### src/rtl/wash_sensor_timer.sv
// wash_sensor_timer: debounced level flags, wash/spin timers and fill/drain watchdogs
// Ports:
//   clk, reset             rising-edge clock, synchronous active-high reset
//   level[7:0]             sampled water level (unsigned)
//   fill_value_on          fill valve command
//   drain_value_on         drain valve command
//   motor_on               wash motor command
//   filled, drained        debounced level flags with hysteresis on release
//   cycle_timeout          motor has run CYCLE_LEN consecutive clocks
//   spin_timeout           draining on an empty tank for SPIN_LEN consecutive clocks
//   fill_fault             sticky: filling for FILL_MAX clocks without reaching full
//   drain_fault            sticky: draining for DRAIN_MAX clocks without reaching empty
// Every output comes straight from a flop, so the controller may feed these back
// through combinational logic without forming a loop.
module wash_sensor_timer #(
  parameter logic [7:0]  FULL_LEVEL  = 8'd200,
  parameter logic [7:0]  EMPTY_LEVEL = 8'd10,
  parameter logic [7:0]  HYST        = 8'd5,
  parameter int          DEBOUNCE    = 3,
  parameter logic [15:0] CYCLE_LEN   = 16'd1000,
  parameter logic [15:0] SPIN_LEN    = 16'd500,
  parameter logic [15:0] FILL_MAX    = 16'd4000,
  parameter logic [15:0] DRAIN_MAX   = 16'd4000
) (
  input  logic       clk,
  input  logic       reset,
  input  logic [7:0] level,
  input  logic       fill_value_on,
  input  logic       drain_value_on,
  input  logic       motor_on,
  output logic       filled,
  output logic       drained,
  output logic       cycle_timeout,
  output logic       spin_timeout,
  output logic       fill_fault,
  output logic       drain_fault
);
  localparam int DW = $clog2(DEBOUNCE + 1);
  localparam logic [DW-1:0] DB_LAST = DW'(DEBOUNCE - 1);
  localparam logic [DW-1:0] DB_ONE  = DW'(1);
  localparam logic [0:0] EMPTYISH = 1'b0;
  localparam logic [0:0] FULL     = 1'b1;
  localparam logic [0:0] WETTISH  = 1'b0;
  localparam logic [0:0] EMPTY    = 1'b1;
  logic [0:0]    fill_st, drain_st;
  logic [DW-1:0] fill_db, drain_db;
  logic          fill_hit, drain_hit;
  logic [15:0]   cyc_cnt, spin_cnt, fill_wd, drain_wd;
  logic          spin_run, fill_run, drain_run;
  // A qualifying sample depends on which side of the hysteresis band we are on;
  // anything else (including in-band levels) restarts the debounce count.
  always_comb begin
    fill_hit  = (fill_st == EMPTYISH) ? (level >= FULL_LEVEL) : (level < FULL_LEVEL - HYST);
    drain_hit = (drain_st == WETTISH) ? (level <= EMPTY_LEVEL) : (level > EMPTY_LEVEL + HYST);
  end
  always_ff @(posedge clk) begin
    if (reset) begin
      fill_st <= EMPTYISH;
      fill_db <= '0;
    end else if (!fill_hit) begin
      fill_db <= '0;
    end else if (fill_db == DB_LAST) begin
      fill_st <= ~fill_st;
      fill_db <= '0;
    end else begin
      fill_db <= fill_db + DB_ONE;
    end
  end
  always_ff @(posedge clk) begin
    if (reset) begin
      drain_st <= WETTISH;
      drain_db <= '0;
    end else if (!drain_hit) begin
      drain_db <= '0;
    end else if (drain_db == DB_LAST) begin
      drain_st <= ~drain_st;
      drain_db <= '0;
    end else begin
      drain_db <= drain_db + DB_ONE;
    end
  end
  assign filled  = (fill_st == FULL);
  assign drained = (drain_st == EMPTY);
  // Spin and watchdogs qualify on the registered flags, i.e. last edge's view of the tank.
  always_comb begin
    spin_run  = drain_value_on && drained;
    fill_run  = fill_value_on && !filled;
    drain_run = drain_value_on && !drained;
  end
  // Timeout is set on the edge the count reaches its limit, so latency from the
  // first qualifying edge is exactly the limit in edges.
  always_ff @(posedge clk) begin
    if (reset || !motor_on) begin
      cyc_cnt       <= '0;
      cycle_timeout <= 1'b0;
    end else begin
      cyc_cnt       <= (cyc_cnt == CYCLE_LEN) ? cyc_cnt : cyc_cnt + 16'd1;
      cycle_timeout <= cycle_timeout || (cyc_cnt == CYCLE_LEN - 16'd1);
    end
  end
  always_ff @(posedge clk) begin
    if (reset || !spin_run) begin
      spin_cnt     <= '0;
      spin_timeout <= 1'b0;
    end else begin
      spin_cnt     <= (spin_cnt == SPIN_LEN) ? spin_cnt : spin_cnt + 16'd1;
      spin_timeout <= spin_timeout || (spin_cnt == SPIN_LEN - 16'd1);
    end
  end
  // Watchdog counts clear when the condition drops, but the faults stay until reset.
  always_ff @(posedge clk) begin
    if (reset) begin
      fill_wd    <= '0;
      fill_fault <= 1'b0;
    end else if (!fill_run) begin
      fill_wd <= '0;
    end else begin
      fill_wd    <= (fill_wd == FILL_MAX) ? fill_wd : fill_wd + 16'd1;
      fill_fault <= fill_fault || (fill_wd == FILL_MAX - 16'd1);
    end
  end
  always_ff @(posedge clk) begin
    if (reset) begin
      drain_wd    <= '0;
      drain_fault <= 1'b0;
    end else if (!drain_run) begin
      drain_wd <= '0;
    end else begin
      drain_wd    <= (drain_wd == DRAIN_MAX) ? drain_wd : drain_wd + 16'd1;
      drain_fault <= drain_fault || (drain_wd == DRAIN_MAX - 16'd1);
    end
  end
endmodule
### config.mk
export PLATFORM = sky130hd
export DESIGN_NAME = wash_sensor_timer
export DESIGN_NICKNAME = d
export VERILOG_FILES = /design/src/rtl/wash_sensor_timer.sv
export SDC_FILE = /design/constraint.sdc
export NUM_CORES = 1
export LEC_CHECK = 0
export BUFFER_PORTS_ARGS = -buffer_cell sky130_fd_sc_hd__buf_2
export CORE_MARGIN = 10
export CORE_UTILIZATION = 60
export CTS_BUF_LIST = sky130_fd_sc_hd__clkbuf_4
export DETAILED_ROUTE_END_ITERATION = 12
export PLACE_DENSITY = 0.86
export SYNTH_ARGS = -nofsm -noshare
export SYNTH_HDL_FRONTEND = slang
export SYNTH_SLANG_ARGS = --single-unit
### constraint.sdc
create_clock -name clk -period 5 [get_ports clk]
set_input_delay 0.25 -clock clk [delete_from_list [all_inputs] [get_ports clk]]
set_output_delay 0.25 -clock clk [all_outputs]
set_load 0.05 [all_outputs]
# Word-level counts from Yosys, hierarchy flattened
# Index checks and enable logic that the tools add are counted.
# Widths: inputs -> output; s select.
[classes]
n_eq_ne = 10
n_lt_le_gt_ge = 4
n_reduce_logical = 19
addsub = 6
muxes = 2
bitwise_logic = 6
[op_table]
columns = ["cell", "n"]
rows = [
  ["$add 16x1->16 const B", 4],
  ["$eq 16x12->1 const B", 4],
  ["$eq 16x10->1 const B", 2],
  ["$eq 16x9->1 const B", 2],
  ["$ge 8x8->1 const B", 1],
  ["$gt 8x4->1 const B", 1],
  ["$le 8x4->1 const B", 1],
  ["$lt 8x8->1 const B", 1],
  ["$logic_or 1x1->1", 6],
  ["$not 1->1", 6],
  ["$reduce_or 3->1", 2],
  ["$add 2x1->2 const B", 2],
  ["$eq 2x2->1 const B", 2],
  ["$logic_not 1->1", 4],
  ["$reduce_and 2->1", 2],
  ["$reduce_or 2->1", 2],
  ["$logic_and 1x1->1", 3],
  ["$mux 1", 2],
]
[word_totals]
wordCells = 59
output_inout_bits = 6
register_bits = 74
in_bits = 13

# Logic depth before layout (Yosys ltp)
# Gate-level depths: netlist of the first run.
[depth]
depth_word = 4
ltp_mapped = 6

# Worst setup path after synthesis of the first run
# OpenSTA, ideal clock, no wires.
[synth_timing]
path_type = "reg2reg"
start = "register drain_st (netlist: drained)"
end = "register spin_cnt[12]"
slack_ns = 3.365
t_arrival_ns = 1.561
t_required_ns = 4.926
synth_period_minus_slack_ns = 1.635
n_path_buf = 0
stages_incl_launch_ff = 4
setup_time_ns = 0.074
path_cell_list = "dfxtp_1 > nand3b_1 > or4_1 > o21ai_0"
[synth_between]
elab_chain_len = 3
[synth_lines]
columns = ["item", "line", "text"]
rows = [
  ["from (decl)", "45", "logic [0:0] fill_st, drain_st;"],
  ["from (signal assigned)", "76", "drain_st <= ~drain_st;"],
  ["$logic_and 1x1->1", "86", "spin_run = drain_value_on && drained;"],
  ["$logic_not 1->1", "102", "if (reset || !spin_run) begin"],
  ["$logic_or 1x1->1", "102", ""],
  ["to (signal assigned)", "106", "spin_cnt <= (spin_cnt == SPIN_LEN) ? spin_cnt : spin_cnt + 16'd1;"],
  ["to (decl)", "48", "logic [15:0] cyc_cnt, spin_cnt, fill_wd, drain_wd;"],
]
# No other way between the ends.
# A chain may end at the register's enable or synchronous reset.

# Worst setup path after layout of the first run
# Ends and elaborated chain as after synthesis.

==> results of run 1 <==
-- cells in the mapped netlist, drive strengths merged (2+ instances only) --
library cell / count / share of area
xor2: 22 / 0.055
inv: 19 / 0.020
and4: 11 / 0.028
nand3: 29 / 0.043
nor3b: 2 / 0.0043
a21oi: 22 / 0.032
nor3: 11 / 0.017
a31o: 3 / 0.0075
or3: 5 / 0.0090
nor4: 16 / 0.029
nand2: 34 / 0.037
a211o: 4 / 0.010
ha: 10 / 0.036
or4: 6 / 0.014
and2: 2 / 0.0036
dfxtp: 74 / 0.42
xnor2: 17 / 0.043
buf: 2 / 0.0029
nand3b: 2 / 0.0043
nand2b: 4 / 0.0072
nand4: 15 / 0.027
and3: 5 / 0.0090
o21ai: 13 / 0.019
clkbuf: 9 / 0.010
a21o: 2 / 0.0043
mux2i: 2 / 0.0057
or3b: 3 / 0.0075
nor2: 54 / 0.058
a31oi: 3 / 0.0054
-- critical path, cell delays in order, from the launching register on --
cell      delay [ps]
dfxtp_1          490
nand3b_1         470
or4_1            650
o21ai_0           80
-- layer usage --
| metal | vias to the layer above | track usage | routed length [um] |
|---|---|---|---|
| met2 | 56 | 0.256 | 3090 |
| met5 | - | 0 | 0 |
| met3 | 18 | 0.0389 | 310 |
| met4 | 0 | 0.0848 | 152 |
| li1 | 1509 | - | - |
| met1 | 1358 | 0.178 | 3080 |
-- path summary, 6_finish.rpt --
kind	start	end	slack, ps	cells past startpoint
hold / removal	reset	filled	120	2
setup reg to reg	drained	spin_cnt[12]	3250	3
hold reg to reg	drain_db[0]	drain_db[0]	420	1
setup / recovery	drained	spin_cnt[12]	3250	3
-- kinds of logic (layout without fill, tap and decap cells) --
family / after synthesis / count (layout)
AO/OA/AOI/OAI: 55 / 55
XOR/XNOR: 39 / 39
adder cells (fa/ha/maj): 10 / 10
buffers and inverters: 30 / 53
flip-flops: 74 / 74
multiplexers: 2 / 2
AND/OR/NAND/NOR: 203 / 203
-- stage by stage --
stage	area [um^2]	cells	setup slack, ps
after global placement	3620	492	3290
after detailed placement	3620	492	3240
after floorplan	3490	413	3360
after CTS	3740	508	3260
final	3740	508	3250
after global routing	3740	508	3080
-- state kept, by name, summed over array words and instances (netlist names) --
register / count
drain_wd: 16
fill_fault: 1
spin_timeout: 1
drain_db: 2
cycle_timeout: 1
fill_db: 2
filled: 1
drain_fault: 1
fill_wd: 16
spin_cnt: 16
cyc_cnt: 16
drained: 1
-- power by group through the flow --
stage | Combinational, uW | Sequential [uW] | Clock (uW)
floorplan | 18.6 | 608 | 0
global placement | 27.4 | 609 | 0
detailed placement | 28.3 | 609 | 0
CTS | 28.4 | 596 | 322
global route | 32.3 | 597 | 350
finish | 28.4 | 596 | 317
-- final cells by class --
class / count / area, um^2
Tap cell: 72 / 90.1
Clock buffer: 9 / 67.6
Clock inverter: 7 / 46.3
Multi-Input combinational cell: 309 / 1890
Timing Repair Buffer: 18 / 90.1
Sequential cell: 74 / 1480
Inverter: 19 / 71.3
Fill cell: 464 / 1840
==> reports/results.ini, run 1 <==
[outcome]
outcome = finished, final reports clean

[timing]
layout_min_cycle_time_ps = 1750
skew_ps = 13.1
finalSetupViolations = 0
hold_viol_final = 0
tns_ps = 0
hold_slack_ps = 116
maxSlewViolCount = 0
max_slew_margin = 0.483
fin_crit_sh = 0.349
max_freq_ghz = 0.572
rsz0062_at_grt = no
tightest_slew_ps = 774

[yosys]
synth_seq_cells = 74
synth_ff_type = dfxtp_1
synth-adder-area-share = 0.0359
syn_area_per_cell_um2 = 8.45
synth-edff-count = 0
syn_inst = 413
seq_area_frac_synth = 0.425
synth_warnings = 0
synthesis.nets = 436
syn-cell-area_um2 = 3490
synthSimpleGateAreaFrac = 0.307
synth_compound_area_frac = 0.0958
synthArstFlopShare = 0
ys_types = 46
synthMuxAreaShare = 0.00574
synthXorXnorAreaFrac = 0.0979
synth_top_family_by_area = simple AND/OR/NAND/NOR gates

[global_route]
grt_max_degree = 18
grt.total_usage = 0.154
grt_pass1_vias = 2719
grt_overflow_total = 0
antenna_found_initial = 0
grt_first_pass_wirelength_um = 11500

[drt]
drtAntennaViolNets = 0
num_vias = 2941
drt_iter0_drc = 142
wl_um = 6630
routedWlPerCell_um = 13.0
viasPerCell = 5.79
route.detailed.drc = 0
first_pass_iters = 4

[power_and_ir_drop]
cellPowerDensity_nw_per_um2 = 252
power_leakage_uw = 0.00123
fin_total_pwr_uw = 942
internal-power_uw = 703
peakVddDrop_mv = 0.157
pwr-share-clk = 0.337
comb_power_share = 0.030
switching_share = 0.254
switchingPower_uw = 239
p_seq_frac = 0.633

[clocking]
post_cts.repair.setup_buffers = 0
clock_latency_ps = 440
root_buffer = clkbuf_4
post_cts_resized = 0
ctsHtreeMaxLevel = 3
clk_pin_slew_ps = 120
clock-sinks = 74
ctsHoldBuffers = 0
cts_tree = built
clk_path_buf_depth = 2
cts_buffers = 9

[final_layout]
utilization = 0.670
drive_gt1_frac = 0.0963
layout_common_cells = dfxtp_1 (74), nor2_1 (54), nand2_1 (34), nand3_1 (28)
diodes = 0
final_common_cell = dfxtp_1
syn2layout_area_growth_pct = 7.14
fin_nets = 454

[placement]
numPortBuffers = 18
place.gp.congestion = 0.806
dpl.hpwl_um = 4820

[critical_path]
cp-start-kind = register
crit_arrival_ps = 2130
crit_fanout = 16
setup.worst_path.end_class = register
cp.required_ps = 5380
path_class = register to register

[floorplan]
placementRows = 27
start_util = 0.626
io_pins = 19
die-area_um2 = 9260
fp.dieH_um = 96.3
core_area_um2 = 5570
die_w_um = 96.3

[run]
maxCapViolations = 0

[worst_hold_path]
hold_class = input pin to register

(Power assumes the default switching activity.)
==> run 2: changes to the inputs <==
--- a/config.mk
+++ b/config.mk
@@ -5,12 +5,13 @@
 export SDC_FILE = /design/constraint.sdc
 export NUM_CORES = 1
 export LEC_CHECK = 0
+export ABC_AREA = 1
 export BUFFER_PORTS_ARGS = -buffer_cell sky130_fd_sc_hd__buf_2
 export CORE_MARGIN = 10
-export CORE_UTILIZATION = 60
+export CORE_UTILIZATION = 58
 export CTS_BUF_LIST = sky130_fd_sc_hd__clkbuf_4
 export DETAILED_ROUTE_END_ITERATION = 12
-export PLACE_DENSITY = 0.86
+export PLACE_DENSITY = 0.87
 export SYNTH_ARGS = -nofsm -noshare
 export SYNTH_HDL_FRONTEND = slang
 export SYNTH_SLANG_ARGS = --single-unit
==> constraint.sdc (replaced) <==
create_clock -name clk -period 1.4 [get_ports clk]
set_input_delay 0.07 -clock clk [delete_from_list [all_inputs] [get_ports clk]]
set_output_delay 0.07 -clock clk [all_outputs]
set_load 0.05 [all_outputs]
==> run 2 against run 1 <==
  * Cell area increased by 22%
  * Highest routed layer unchanged
  * Worst setup slack got worse by 3100 ps
  * Flip-flop and latch count unchanged
  * Clock power increased to 5.9 times the previous value
  * Largest power group unchanged
  * Critical path type unchanged
  * Critical endpoint is now cyc_cnt[14]
==> reports/results.ini, run 2 <==
[outcome]
outcome = finished, final reports clean

[yosys]
netlist_top_cells_count = nand2_1 (148), nor2_1 (106), inv_1 (97), dfxtp_1 (74), nand3_1 (46)
seq_area_frac_synth = 0.367
synthArstFlopShare = 0
synth_seq_cells = 74
synth_warnings = 0
syn_inst = 619
syn_area_per_cell_um2 = 6.53
syn-cell-area_um2 = 4040
synth_top_cells_by_area = dfxtp_1 (37%), nand2_1 (14%), nor2_1 (9.8%)
synthesis.nets = 642
synth-edff-count = 0
ys_types = 28
synth_top_area_share = 0.367
synth_ff_type = dfxtp_1
synth_top_area_cell = dfxtp_1
post-synth-top-count-cell = nand2_1

[floorplan]
core_area_um2 = 6790
placementRows = 30
die-area_um2 = 10700
fp.dieH_um = 103
start_util = 0.595
die_w_um = 103
io_pins = 19

[critical_path]
reg2reg_slack_ps = 110
r2r-end = cyc_cnt[14]
cp.required_ps = 1760
cp-start-kind = register
crit_arrival_ps = 1660
crit_fanout = 3
setup.worst_path.end_class = register
r2r_cells = 5
path_class = register to register
r2r_start = cyc_cnt[0]

[drt]
drt_iter0_drc = 112
num_vias = 3838
wl_um = 8630
first_pass_iters = 5
route.detailed.drc = 0
drtAntennaViolNets = 0
routedWlPerCell_um = 11.4
viasPerCell = 5.09

[worst_hold_path]
min_path_cells = 6
hold_class = input pin to register
min-delay-start = level[4]
hold_path_end = fill_db[0]

[placement]
place.gp.congestion = 0.879
dpl.hpwl_um = 6290
numPortBuffers = 18

[timing]
max_slew_margin = 0.814
hold_slack_ps = 73.8
finalSetupViolations = 0
maxSlewViolCount = 0
max_freq_ghz = 0.773
layout_min_cycle_time_ps = 1290
skew_ps = 10.6
rsz0062_at_grt = yes
tightest_slew_ps = 278
hold_viol_final = 0
fin_crit_sh = 0.924

[global_route]
grt_overflow_total = 0
grt_max_degree = 13
grt.total_usage = 0.170
grt_busiest_layer = met2
grtUsageMet1 = 0.185
met3_usage = 0.0565
grt_first_pass_wirelength_um = 14600
antenna_found_initial = 0
grt_pass1_vias = 3532
met2_usage = 0.304

[clocking]
root_buffer = clkbuf_4
clock-sinks = 74
clock_latency_ps = 420
clk_path_buf_depth = 2
cts_buffers = 9
cts_tree = built
clk_pin_slew_ps = 120
ctsHtreeMaxLevel = 3

[final_layout]
layout_common_cells = nand2_1 (148), nor2_1 (101), inv_1 (96), dfxtp_1 (67)
multiInputGateArea_um2 = 2190
drive_gt1_frac = 0.131
final_common_cell = nand2_1
fin_nets = 676
seq_area_um2 = 1490
fillers = 587
syn2layout_area_growth_pct = 12.6
diodes = 0

[power_and_ir_drop]
power_leakage_uw = 0.00182
peakVddDrop_mv = 0.531
fin_total_pwr_uw = 4140
cellPowerDensity_nw_per_um2 = 910

[run]
maxCapViolations = 0

## run 2: cell types whose count changed in the layout (fill, tap and decap cells not counted), sizes merged, moves of 11 or more
cell / previous run / this run
nand3: 29 / 50
inv: 19 / 105
a21oi: 22 / 45
and4: 11 / 0
nand2: 34 / 155
nor4: 16 / 0
xnor2: 17 / 3
nor2: 54 / 120
xor2: 22 / 1
## run 2: metal layers
layer	vias up	wire length [um]
li1	2025	-
met1	1725	3860
met2	76	4260
met3	12	374
met4	0	129
met5	-	0
## run 2: metrics by stage
step | setup WS, ps | util | instance area (um^2) | TNS [ps] | cells
2_1_floorplan | 51.7 | - | 4040 | 0 | 619
3_3_place_gp | 150 | 0.626 | 4250 | 0 | 733
3_5_place_dp | 57.3 | 0.626 | 4250 | 0 | 733
4_1_cts | 27.0 | 0.663 | 4500 | 0 | 754
5_1_grt | -2.96 | 0.669 | 4550 | -4.91 | 754
6_report | 106 | 0.669 | 4550 | 0 | 754
## run 2: layout make-up
cell class / count / area share
multi-input cells: 439 / 0.482
flip-flops and latches: 74 / 0.328
inverters: 106 / 0.0883
repair buffers: 23 / 0.0308
clock inverters: 6 / 0.0283
well taps: 96 / 0.0264
clock buffers: 10 / 0.0165
## run 2: worst max path at each step
stage / from / endpoint / cells past startpoint
finish: cyc_cnt[0] / cyc_cnt[14] / 5
global route: fill_wd[9] / fill_wd[0] / 8
CTS: spin_cnt[0] / spin_cnt[3] / 7
detailed placement: spin_cnt[0] / spin_cnt[0] / 7
global placement: spin_cnt[0] / spin_cnt[0] / 7
floorplan: drained / spin_cnt[5] / 4
## run 2: cells by family (layout without fill, tap and decap cells)
group,Yosys count,after routing,synth area share
simple gates,354,354,0.403
buf+inv,106,145,0.0994
flops,74,74,0.367
compound gates,71,71,0.0917
fa+ha+maj,10,10,0.0310
xor+xnor,4,4,0.00867
## run 2: critical path, cell delays in order, from the launching register on
cell and delay, ps:
dfxtp_1 380, ha_1 200, nand2_1 130, nor2_1 250
nand4_1 130, a21oi_1 150
## run 2: where the power goes
| group | internal [uW] | switching [uW] |
|---|---|---|
| Combinational | 54.3 | 83.1 |
| Clock | 1100 | 776 |
| Sequential | 2120 | 10.2 |
| Total | 3270 | 870 |
## run 2: timing repair
action / 4_1_cts / 5_1_grt
buffers inserted: 0 / 0
resized for setup: 0 / 18
endpoints found under the setup margin: 0 / 20
hold endpoints to repair: 20 / 0
hold buffers: 5 / 0
